## src/rtl/soc_bus_pkg.sv

```systemverilog
// Shared SoC bus definitions: transfer size encodings, ext_tran FSM states
// and Wishbone byte-select constants used by the master and the LSU.
package soc_bus_pkg;

    localparam logic [1:0] EXT_SIZE_BYTE = 2'd0;
    localparam logic [1:0] EXT_SIZE_HALF = 2'd1;
    localparam logic [1:0] EXT_SIZE_WORD = 2'd2;

    localparam logic [3:0] WB_SEL_NONE = 4'b0000;
    localparam logic [3:0] WB_SEL_BYTE = 4'b0001;
    localparam logic [3:0] WB_SEL_HALF = 4'b0011;
    localparam logic [3:0] WB_SEL_WORD = 4'b1111;

    typedef enum logic [1:0] {
        ST_IDLE = 2'd0,
        ST_BUSY = 2'd1,
        ST_DONE = 2'd2
    } ext_tran_state_e;

endpackage

```

## src/rtl/ext_tran_align.sv

```systemverilog
// Byte-lane alignment rules for a 32-bit Wishbone bus: lane select, write
// data placement, read data realignment/zero-extension and legality check.
module ext_tran_align
    import soc_bus_pkg::*;
(
    input  logic [1:0]  size_i,
    input  logic [1:0]  a_i,
    input  logic [31:0] wr_data_i,
    input  logic [31:0] rd_data_i,
    output logic [3:0]  sel_o,
    output logic [31:0] wr_data_o,
    output logic [31:0] rd_data_o,
    output logic        illegal_o
);

    logic [4:0]  lane_sh;
    logic [31:0] rd_shift;

    assign lane_sh   = {a_i, 3'b000};
    assign wr_data_o = wr_data_i << lane_sh;
    assign rd_shift  = rd_data_i >> lane_sh;

    // Per-size lane select, read mask and misalignment detection
    always_comb begin
        sel_o     = WB_SEL_NONE;
        rd_data_o = 32'h0;
        illegal_o = 1'b0;
        case (size_i)
            EXT_SIZE_BYTE: begin
                sel_o     = WB_SEL_BYTE << a_i;
                rd_data_o = {24'h0, rd_shift[7:0]};
            end
            EXT_SIZE_HALF: begin
                sel_o     = WB_SEL_HALF << a_i;
                rd_data_o = {16'h0, rd_shift[15:0]};
                illegal_o = a_i[0];
            end
            EXT_SIZE_WORD: begin
                sel_o     = WB_SEL_WORD;
                rd_data_o = rd_shift;
                illegal_o = (a_i != 2'b00);
            end
            default: begin
                illegal_o = 1'b1;
            end
        endcase
    end

endmodule

```

## src/rtl/ext_tran_master.sv

```systemverilog
// Single-transaction Wishbone classic master driven by the host bridge's
// ext_tran_* lines. Holds the FSM, request latches, timeout and status.
module ext_tran_master
    import soc_bus_pkg::*;
#(
    parameter int TIMEOUT_CYCLES = 1024,
    parameter int CNT_W          = 11
) (
    input  logic        clk_i,
    input  logic        rst_i,
    input  logic        ext_tran_start_i,
    input  logic        ext_tran_write_i,
    input  logic        ext_tran_clear_i,
    input  logic [31:0] ext_tran_addr_i,
    input  logic [31:0] ext_tran_data_i,
    input  logic [1:0]  ext_tran_size_i,
    output logic [31:0] ext_tran_data_o,
    output logic        ext_tran_ready_o,
    output logic        ext_tran_err_o,
    output logic [31:0] wb_adr_o,
    output logic [31:0] wb_dat_o,
    output logic [3:0]  wb_sel_o,
    output logic        wb_we_o,
    output logic        wb_cyc_o,
    output logic        wb_stb_o,
    input  logic [31:0] wb_dat_i,
    input  logic        wb_ack_i,
    input  logic        wb_err_i
);

    localparam logic [CNT_W-1:0] TMO_LAST = CNT_W'(TIMEOUT_CYCLES - 1);

    ext_tran_state_e state_q, state_d;
    logic [31:2]     adr_q, adr_d;
    logic [31:0]     wdat_q, wdat_d;
    logic [3:0]      sel_q, sel_d;
    logic            we_q, we_d;
    logic [1:0]      size_q, size_d;
    logic [1:0]      a_q, a_d;
    logic [CNT_W-1:0] cnt_q, cnt_d;
    logic [31:0]     data_q, data_d;
    logic            ready_q, ready_d;
    logic            err_q, err_d;

    logic            busy;
    logic            timeout;
    logic [1:0]      al_size, al_a;
    logic [3:0]      al_sel;
    logic [31:0]     al_wdat, al_rdat;
    logic            al_illegal;

    assign busy    = (state_q == ST_BUSY);
    assign timeout = (TIMEOUT_CYCLES != 0) && (cnt_q == TMO_LAST);

    // One aligner serves both phases: the incoming request while idle (legality,
    // lane select, write placement) and the latched request while busy (read realign).
    always_comb begin
        al_size = busy ? size_q : ext_tran_size_i;
        al_a    = busy ? a_q    : ext_tran_addr_i[1:0];
    end

    ext_tran_align u_align (
        .size_i    (al_size),
        .a_i       (al_a),
        .wr_data_i (ext_tran_data_i),
        .rd_data_i (wb_dat_i),
        .sel_o     (al_sel),
        .wr_data_o (al_wdat),
        .rd_data_o (al_rdat),
        .illegal_o (al_illegal)
    );

    // Next-state: request acceptance, bus termination, timeout and status update
    always_comb begin
        state_d = state_q;
        adr_d   = adr_q;
        wdat_d  = wdat_q;
        sel_d   = sel_q;
        we_d    = we_q;
        size_d  = size_q;
        a_d     = a_q;
        cnt_d   = cnt_q;
        data_d  = data_q;
        ready_d = ready_q;
        err_d   = err_q;
        case (state_q)
            ST_IDLE, ST_DONE: begin
                // Clear first so a same-cycle start still gets accepted on top of it
                if (ext_tran_clear_i) begin
                    ready_d = 1'b0;
                    err_d   = 1'b0;
                    data_d  = 32'h0;
                    state_d = ST_IDLE;
                end
                if (ext_tran_start_i) begin
                    data_d = 32'h0;
                    if (al_illegal) begin
                        ready_d = 1'b1;
                        err_d   = 1'b1;
                        state_d = ST_DONE;
                    end else begin
                        adr_d   = ext_tran_addr_i[31:2];
                        wdat_d  = al_wdat;
                        sel_d   = al_sel;
                        we_d    = ext_tran_write_i;
                        size_d  = ext_tran_size_i;
                        a_d     = ext_tran_addr_i[1:0];
                        cnt_d   = '0;
                        ready_d = 1'b0;
                        err_d   = 1'b0;
                        state_d = ST_BUSY;
                    end
                end
            end
            ST_BUSY: begin
                cnt_d = cnt_q + 1'b1;
                // err dominates ack; ack dominates a same-cycle timeout
                if (wb_err_i) begin
                    ready_d = 1'b1;
                    err_d   = 1'b1;
                    data_d  = 32'h0;
                    state_d = ST_DONE;
                end else if (wb_ack_i) begin
                    ready_d = 1'b1;
                    err_d   = 1'b0;
                    data_d  = we_q ? 32'h0 : al_rdat;
                    state_d = ST_DONE;
                end else if (timeout) begin
                    ready_d = 1'b1;
                    err_d   = 1'b1;
                    data_d  = 32'h0;
                    state_d = ST_DONE;
                end
            end
            default: begin
                state_d = ST_IDLE;
            end
        endcase
    end

    // State and datapath registers; synchronous reset abandons any bus cycle
    always_ff @(posedge clk_i) begin
        if (rst_i) begin
            state_q <= ST_IDLE;
            adr_q   <= '0;
            wdat_q  <= '0;
            sel_q   <= '0;
            we_q    <= 1'b0;
            size_q  <= '0;
            a_q     <= '0;
            cnt_q   <= '0;
            data_q  <= '0;
            ready_q <= 1'b0;
            err_q   <= 1'b0;
        end else begin
            state_q <= state_d;
            adr_q   <= adr_d;
            wdat_q  <= wdat_d;
            sel_q   <= sel_d;
            we_q    <= we_d;
            size_q  <= size_d;
            a_q     <= a_d;
            cnt_q   <= cnt_d;
            data_q  <= data_d;
            ready_q <= ready_d;
            err_q   <= err_d;
        end
    end

    assign wb_cyc_o         = busy;
    assign wb_stb_o         = busy;
    assign wb_adr_o         = {adr_q, 2'b00};
    assign wb_dat_o         = wdat_q;
    assign wb_sel_o         = sel_q;
    assign wb_we_o          = we_q;
    assign ext_tran_data_o  = data_q;
    assign ext_tran_ready_o = ready_q;
    assign ext_tran_err_o   = err_q;

endmodule
```

## config.mk

```make
export PLATFORM = sky130hd
export DESIGN_NAME = ext_tran_master
export DESIGN_NICKNAME = d
export VERILOG_FILES = /design/src/rtl/soc_bus_pkg.sv /design/src/rtl/ext_tran_align.sv /design/src/rtl/ext_tran_master.sv
export SDC_FILE = /design/constraint.sdc
export NUM_CORES = 1
export LEC_CHECK = 0
export ABC_AREA = 1
export CORE_ASPECT_RATIO = 0.9
export CORE_MARGIN = 3
export CORE_UTILIZATION = 40
export DETAILED_ROUTE_END_ITERATION = 16
export GPL_ROUTABILITY_DRIVEN = 0
export GPL_TIMING_DRIVEN = 0
export PLACE_DENSITY = 0.74
export SYNTH_ARGS = -nofsm -noshare
export SYNTH_HDL_FRONTEND = slang
export SYNTH_SLANG_ARGS = --single-unit
export TNS_END_PERCENT = 20
```

## constraint.sdc

```tcl
create_clock -name clk_i -period 1.81 [get_ports clk_i]
set_input_delay 0.4525 -clock clk_i [delete_from_list [all_inputs] [get_ports clk_i]]
set_output_delay 0.4525 -clock clk_i [all_outputs]
set_load 0.02 [all_outputs]
```

# [Yosys cells after proc, flatten, opt, wreduce, memory -nomap -nowiden]
# Index checks and enable logic that the tools add are counted.
[totals] register_bits=118 input_bits=105 output_inout_bits=105
[op_classes] n_eq_ne=9 reduce_logical=9 bitwise=1 addsub=1 n_shift=4 n_mux=32
[ops] cell="$mux 32" count=6
[ops] cell="$pmux 32 s3" count=1
[ops] cell="$pmux 32 s2" count=1
[ops] cell="$shl 32x5->32" count=1
[ops] cell="$shr 32x5->32" count=1
[ops] cell="$mux 11" count=2
[ops] cell="$pmux 11 s2" count=1
[ops] cell="$mux 2" count=8
[ops] cell="$pmux 4 s3" count=1
[ops] cell="$add 11x1->11 const B" count=1
[ops] cell="$eq 11x10->1 const B" count=1
[ops] cell="$reduce_and 3->1" count=3
[ops] cell="$mux 1" count=8
[ops] cell="$eq 2x1->1 const B" count=2
[ops] cell="$eq 2x2->1 const B" count=2
[ops] cell="$logic_not 2->1" count=2
[ops] cell="$ne 2x2->1 const B" count=2
[ops] cell="$ne 4x3->1 const B" count=1
[ops] cell="$pmux 1 s2" count=2
[ops] cell="$pmux 2 s2" count=1
[ops] cell="$reduce_bool 2->1" count=2
[ops] cell="$shl 1x2->4 const A" count=1
[ops] cell="$shl 2x2->4 const A" count=1
[ops] cell="$ne 3x3->1 const B" count=1
[ops] cell="4 further kinds" count=4

# [Longest topological paths before layout]
# Gate-level depths: netlist (run 1).
[depth] word_depth=8 mapped_depth=13 ltp_nobuf=12

# [Cells and area by module]
# A second synthesis (run 1) with hierarchy kept.
[unflattened] cells_unflattened=909 hier_area_um2=5864.4
[by_module_without_submodules] mod="ext_tran_master" cells_per_inst=586 seq_area_each_um2=2362.3 instances=1 area_per_inst_um2=4423.0
[by_module_without_submodules] mod="ext_tran_align" cells_per_inst=323 seq_area_each_um2=0.0 instances=1 area_per_inst_um2=1441.4

# [Worst setup path before layout (run 1)]
# Ideal clock, no wire load.
[synth_path] kind="flip-flop to output port" from="register state_q[0]" to="output port wb_stb_o" required_time_ps=1357 path_stages_with_launch=6 arrival_time_ps=1242 n_path_buf=3 setup_slack_ps=115 cell_sequence="dfxtp_1 > buf_4 > inv_2 > nor2_2 > clkbuf_1 > buf_4"
[synth_via] elab_chain_cells=1
[synth_lines] item="start, declared" line="ext_tran_master.sv:33" rtl="ext_tran_state_e state_q, state_d;"
[synth_lines] item="start signal, assigned" line="ext_tran_master.sv:156" rtl="state_q <= state_d;"
[synth_lines] item="$eq 2x1->1" line="ext_tran_master.sv:52" rtl="assign busy = (state_q == ST_BUSY);"
[synth_lines] item="end, declared" line="ext_tran_master.sv:25" rtl="output logic wb_stb_o,"
# No other way between the ends.

# [Worst setup path in the final report (run 1)]
# Ends and elaborated chain as after synthesis.

==> results of run 1 <==
## layout by cell type (no fill, tap or decap), types with 6 or more instances in the layout
cell type        instances
nand2_1                214
dfxtp_1                114
clkdlybuf4s50_1        104
dlygate4sd2_1          101
a21oi_1                 92
inv_1                   71
nor2_1                  66
nand3_1                 48
o21ai_0                 42
o21ai_1                 33
buf_4                   27
buf_6                   19
clkbuf_16               18
a21oi_2                 14
nor3_2                  12
o22ai_1                 12
o211ai_1                11
clkbuf_2                10
nand2_2                  9
buf_2                    9
clkbuf_1                 8
nor2_2                   6
or2_2                    6
## cell usage after synthesis
cell / number / area share, %
nor2_2: 2 / 0.22
nand2_1: 221 / 14
nand2_2: 4 / 0.44
clkinv_2: 1 / 0.087
or2_2: 6 / 0.65
a21oi_1: 106 / 9.2
ha_1: 1 / 0.22
inv_1: 71 / 4.6
nor3_2: 11 / 1.9
nand3_1: 48 / 4.2
nand4_1: 2 / 0.22
buf_1: 3 / 0.20
a21oi_2: 2 / 0.31
clkbuf_1: 25 / 1.6
nand3_4: 2 / 0.61
dfxtp_1: 118 / 41
buf_4: 14 / 1.8
o211ai_1: 11 / 1.4
o21ai_1: 34 / 3.0
nor3_1: 6 / 0.52
o21a_1: 1 / 0.13
buf_2: 17 / 1.5
o21ai_2: 2 / 0.31
nand2_4: 1 / 0.20
conb_1: 1 / 0.065
o21ai_0: 44 / 3.8
a211oi_1: 1 / 0.13
nor2_1: 71 / 4.6
inv_2: 7 / 0.46
buf_6: 1 / 0.20
o22ai_1: 12 / 1.3
nor3_4: 1 / 0.28
## cells by family (layout without fill, tap and decap cells)
| family | Yosys count | count (layout) | synth area share [%] |
|---|---|---|---|
| fa+ha+maj | 1 | 1 | 0.218 |
| flops | 118 | 118 | 41.2 |
| compound gates | 213 | 213 | 19.7 |
| buf+inv | 139 | 404 | 10.5 |
| other cells | 1 | 2 | 0.0654 |
| simple gates | 375 | 376 | 28.3 |
## power by group
part           switching [mW]  leakage (nW)  total, mW  internal, mW
combinational            1.24          2.95       2.10         0.866
sequential             0.0894         0.965       2.86          2.77
clock                    1.30         0.314       3.79          2.49
## worst min-delay path, delay by kind of cell (launching register included)
family	cells	cell delay (ns)
AOI/OAI and AO/OA	1	0.05
DFF	1	0.30
and+or+nand+nor	1	0.06
## final cells by class
class | count | area (µm²)
Inverter | 79 | 312
Multi-Input combinational cell | 592 | 2930
Tap cell | 189 | 236
Timing Repair Buffer | 233 | 2190
Sequential cell | 118 | 2370
Buffer | 60 | 478
Clock buffer | 18 | 439
Fill cell | 1192 | 4480
Clock inverter | 14 | 221
## worst min path at each step
stage,from,end,slack [ns],cells after the start
3_5_place_dp,a_q[1]$_SDFFE_PP0P_,a_q[1]$_SDFFE_PP0P_,0.45,2
5_1_grt,adr_q[20]$_SDFFE_PP0P_,adr_q[20]$_SDFFE_PP0P_,0.48,2
3_3_place_gp,a_q[0]$_SDFFE_PP0P_,a_q[0]$_SDFFE_PP0P_,0.45,2
2_1_floorplan,a_q[1]$_SDFFE_PP0P_,a_q[1]$_SDFFE_PP0P_,0.43,2
6_report,adr_q[27]$_SDFFE_PP0P_,adr_q[27]$_SDFFE_PP0P_,0.46,2
4_1_cts,cnt_q[0]$_SDFFE_PP0P_,cnt_q[0]$_SDFFE_PP0P_,0.45,1
## layer usage
layer  wire, µm  GRT usage [%]
met1       9160           32.9
met2       9680           41.6
met3       2290           9.09
met4        672           10.4
met5          0              0
## through the flow
step                      area (µm²)  hold WS, ns  instances  setup WS, ns  setup TNS, ns
after floorplan                 5740        0.429        848         0.115              0
after global placement          8050        0.445       1244        -0.492         -48.90
after detailed placement        8050        0.454       1244        -0.524         -49.75
after CTS                       8840        0.450       1291       -0.0761         -0.153
after global routing            9180        0.476       1303       -0.0949          -2.12
final                           9180        0.457       1303       -0.0227        -0.0227
## state kept, by name, summed over array words and instances (netlist names)
signal,count
a_q,2
adr_q,30
cnt_q,11
ext_tran_data_o,32
ext_tran_err_o,1
ext_tran_ready_o,1
size_q,2
state_q,2
wb_dat_o,32
wb_sel_o,4
wb_we_o,1
## timing repair
action,4_1_cts,5_1_grt
endpoints found under the setup margin,179,118
pin swaps,5,12
cloned,3,1
gates resized for setup,151,91
setup buffers,12,11
==> impl_metrics.csv, run 1 <==
group,metric,value,unit
run_status,outcome,"complete, but fails checks",
run_status,violations,"setup timing",
global_routing,grt_usage,26.3,%
synth,yosys_register_bits,118,
global_routing,grt_max_degree,17,
clocking,clock-sinks,118,
layout,areaGrowthSynthToFinish,60.0,%
synth,netlist_area,5740,µm²
setup_path,reg2reg_depth,11,
floorplanning,dieWidth,132,µm
floorplanning,initial_core_util,42.0,%
placed_design,port_buffers,207,
floorplanning,design.core.area,13700,µm²
sta,setup_viol,1,
synth,ys_warn_count,0,
layout,drive_gt1_share,16.5,%
layout,n_antenna_cell,0,
clocking,hold_buffers,0,
setup_path,path_buf_inv,5,
setup_path,crit_chain,"buf_6 -> inv_6 -> nor2_4 -> buf_8 -> buf_6 -> buf_6",
setup_path,setup.worst_path.start,"state_q[0]$_SDFFE_PP0P_",
drt,wl_per_cell,16.7,µm
floorplanning,fp-row-count,40,
setup_path,crit_slowest_cell,"dfxtp_2",
global_routing,grt_pass1_vias,6457,
setup_path,startpoint_type,"flop",
clocking,cts_tree,"built",
flow_run,drv_cap,0,
setup_path,path_delay_family,"buffers and inverters",
clocking,path_clk_slew,0.06,ns
sta,worst_slack,-0.0227,ns
setup_path,crit_path_end,"wb_stb_o",
drt,dr.pass1.iters,6,
setup_path,path_depth,6,
sta,worst_pin_slew,0.670,ns
floorplanning,die-area,15800,µm²
clocking,root_buffer,"clkbuf_16",
floorplanning,io_pins,210,
sta,hold_violations,0,
sta,fin_crit_sh,101,%
setup_path,end_kind,"output pin",
setup_path,max_stage_delay,0.32,ns
sta,max_freq,546,MHz
power,p_leak,4.23,nW
global_routing,antenna_found_initial,0,
sta,period_minus_slack,1.83,ns
setup_path,required,1.36,ns
drt,totalWireLength,21800,µm
global_routing,grt_pass1_wl,33000,µm
setup_path,r2r-end,"ext_tran_data_o[3]$_SDFFE_PP0P_",
sta,rsz0062_at_grt,"yes",
power,ir_worst_vdd,677,µV
floorplanning,fp.dieH,120,µm
setup_path,crit_arrival,1.38,ns
drt,drt_iter0_markers,623,
setup_path,critPathMaxFanout,6,
drt,vias,6802,
power,power,8.76,mW
setup_path,critical_path_class,"flop to output pin",
placed_design,dp_hpwl,15200,µm
clocking,cts_buffers,17,
clocking,clockBufferDepth,2,
sta,slew_headroom,55.3,%
synth,syn_area_per_cell,6.77,µm²
layout,finish.utilization,67.2,%
drt,viasPerCell,5.22,
setup_path,r2r_setup_slack,0.01,ns
sta,final_max_slew_viol_count,0,
sta,fin_skew,0.00507,ns
power,power.density,953,nW/µm²
setup_path,cp_common_cell,"buf_6",
setup_path,timing.rr.start,"state_q[1]$_SDFFE_PP0P_",
synth,synthCells,847,
drt,drc_errors,0,
global_routing,gr-total-overflow,0,
worst_hold_path,hp-class,"flop to flop",
drt,ant_nets,0,
layout,finalNetCount,1207,
clocking,htree_levels,4,
synth,synth.distinct_cells,32,
clocking,clkLatencyLatePin,0.43,ns
synth,synth_seq_area_share,41.2,%
Power figures use the tool's default switching activity.
==> inputs of run 2 (changes only) <==
- CTS_CLUSTER_SIZE: not set -> 14
==> results of run 2 <==
Same layout as run 1: the final DEF is identical, and so are final timing and power.
==> inputs of run 3 (changes only) <==
- CORE_ASPECT_RATIO: 0.9 -> not set
==> impl_metrics.csv, run 3 (synthesis gave the netlist of run 1 again) <==
group,metric,value,unit
setup_path,critPathMaxFanout,6,
sta,fin_crit_sh,100,%
setup_path,r2r-end,"ext_tran_data_o[18]$_SDFFE_PP0P_",
clocking,htree_levels,4,
layout,areaGrowthSynthToFinish,58.4,%
floorplanning,io_pins,210,
placed_design,dp_hpwl,14800,µm
setup_path,r2r_setup_slack,-0.005,ns
worst_hold_path,hp-start,"ext_tran_size_i[1]",
clocking,clockBufferDepth,2,
clocking,root_buffer,"clkbuf_16",
floorplanning,dieWidth,126,µm
sta,fin_hold_ws,0.417,ns
sta,fin_skew,0.00666,ns
setup_path,reg2reg_depth,9,
setup_path,critical_path_class,"primary input to flop",
sta,rsz0062_at_grt,"yes",
layout,finalNetCount,1202,
sta,fin_tns_setup,-0.00958,ns
power,power.density,944,nW/µm²
setup_path,setup.worst_path.start,"ext_tran_start_i",
global_routing,grt_max_degree,17,
power,ir_worst_vdd,766,µV
floorplanning,die-area,15800,µm²
flow_run,drv_cap,0,
floorplanning,initial_core_util,41.2,%
drt,wl_per_cell,16.2,µm
drt,drc_errors,0,
worst_hold_path,min_to,"wb_sel_o[3]$_SDFFE_PP0P_",
setup_path,crit_arrival,2.14,ns
sta,hold_violations,0,
clocking,clkLatencyLatePin,0.43,ns
layout,drive_gt1_share,15.5,%
run_status,violations,"setup timing",
drt,viasPerCell,5.10,
layout,layout_commonest_cell,"nand2_1",
clocking,cts_tree,"built",
sta,worst_pin_slew,0.700,ns
sta,period_minus_slack,1.81,ns
drt,ant_nets,0,
setup_path,required,2.14,ns
drt,drt_iter0_markers,723,
run_status,outcome,"complete, but fails checks",
drt,vias,6573,
floorplanning,design.core.area,13900,µm²
clocking,path_clk_slew,0.06,ns
setup_path,end_kind,"flop",
sta,max_freq,551,MHz
setup_path,timing.rr.start,"cnt_q[1]$_SDFFE_PP0P_",
global_routing,gr-total-overflow,0,
worst_hold_path,hp-class,"primary input to flop",
global_routing,antenna_found_initial,0,
sta,setup_viol,2,
drt,dr.pass1.iters,5,
floorplanning,fp-row-count,43,
setup_path,startpoint_type,"primary input",
layout,n_antenna_cell,0,
sta,final_max_slew_viol_count,0,
layout,final_cell_mix,"213 x nand2_1, 114 x dfxtp_1, 103 x clkdlybuf4s50_1",
global_routing,grt_usage,24.9,%
global_routing,grt_pass1_wl,31300,µm
worst_hold_path,whs_path_depth,3,
global_routing,grt_pass1_vias,5916,
floorplanning,fp.dieH,126,µm
sta,worst_slack,-0.00492,ns
power,p_leak,4.22,nW
drt,totalWireLength,20900,µm
clocking,cts_buffers,17,
placed_design,port_buffers,207,
sta,slew_headroom,53.3,%
clocking,clock-sinks,118,
## run 3: cell types whose count changed in the layout (fill, tap and decap cells not counted), moves of 3 or more
cell,previous run,this run
o21ai_2,4,1
a21oi_2,14,8
buf_6,19,12
a21oi_1,92,98
## run 3: timing repair
item | 4_1_cts | 5_1_grt
setup endpoints to repair | 195 | 113
gates cloned | 0 | 4
hold buffers | 0 | 0
resized for setup | 150 | 79
pin swaps | 4 | 17
buffers inserted | 5 | 13
## run 3: through the flow
| step | setup WS (ns) | std cells | area [µm²] | util, % | power [mW] |
|---|---|---|---|---|---|
| 4_1_cts | -0.0695 | 1272 | 8710 | 62.5 | 8.44 |
| 2_1_floorplan | 0.115 | 848 | 5740 | - | 3.97 |
| 3_5_place_dp | -0.552 | 1235 | 8040 | 57.7 | 4.84 |
| 5_1_grt | -0.0551 | 1289 | 9090 | 65.2 | 8.89 |
| 6_report | -0.00492 | 1289 | 9090 | 65.2 | 8.58 |
| 3_3_place_gp | -0.533 | 1235 | 8040 | 57.7 | 4.82 |
## run 3: how the worst max path moves through the flow
stage | cells past startpoint | end
after floorplan | 5 | wb_stb_o
after global placement | 10 | wb_dat_o[20]$_SDFFE_PP0P_
after detailed placement | 6 | wb_stb_o
after CTS | 6 | wb_stb_o
after global routing | 11 | ext_tran_data_o[13]$_SDFFE_PP0P_
final | 9 | ext_tran_data_o[1]$_SDFFE_PP0P_
## run 3: critical path, cell delays in order
cell             delay, ns
clkdlybuf4s50_1       0.49
nor2_1                0.22
nand2_1               0.19
nand3_4               0.21
inv_4                 0.08
buf_4                 0.14
or2_2                 0.26
inv_1                 0.05
nor2_1                0.04
## run 3: cell type report
cell class	count	area [µm²]
clock inverter	11	170
clock buffer	21	470
tap	180	225
fill	1233	4850
sequential	118	2370
inverter	79	307
multi-input combinational	592	2940
buffer	60	443
timing repair buffer	228	2160
## run 3: routing by layer
layer	share of wire (%)	vias to the layer above	track usage [%]
met3	9.9	51	8.61
met1	41	2941	32.2
met4	2.9	0	8.26
met5	0	-	0
li1	-	3257	-
met2	46	324	39.0
## run 3: where the power goes
part	internal (mW)	switching, mW
clock	2.41	1.27
combinational	0.840	1.20
sequential	2.77	0.0862
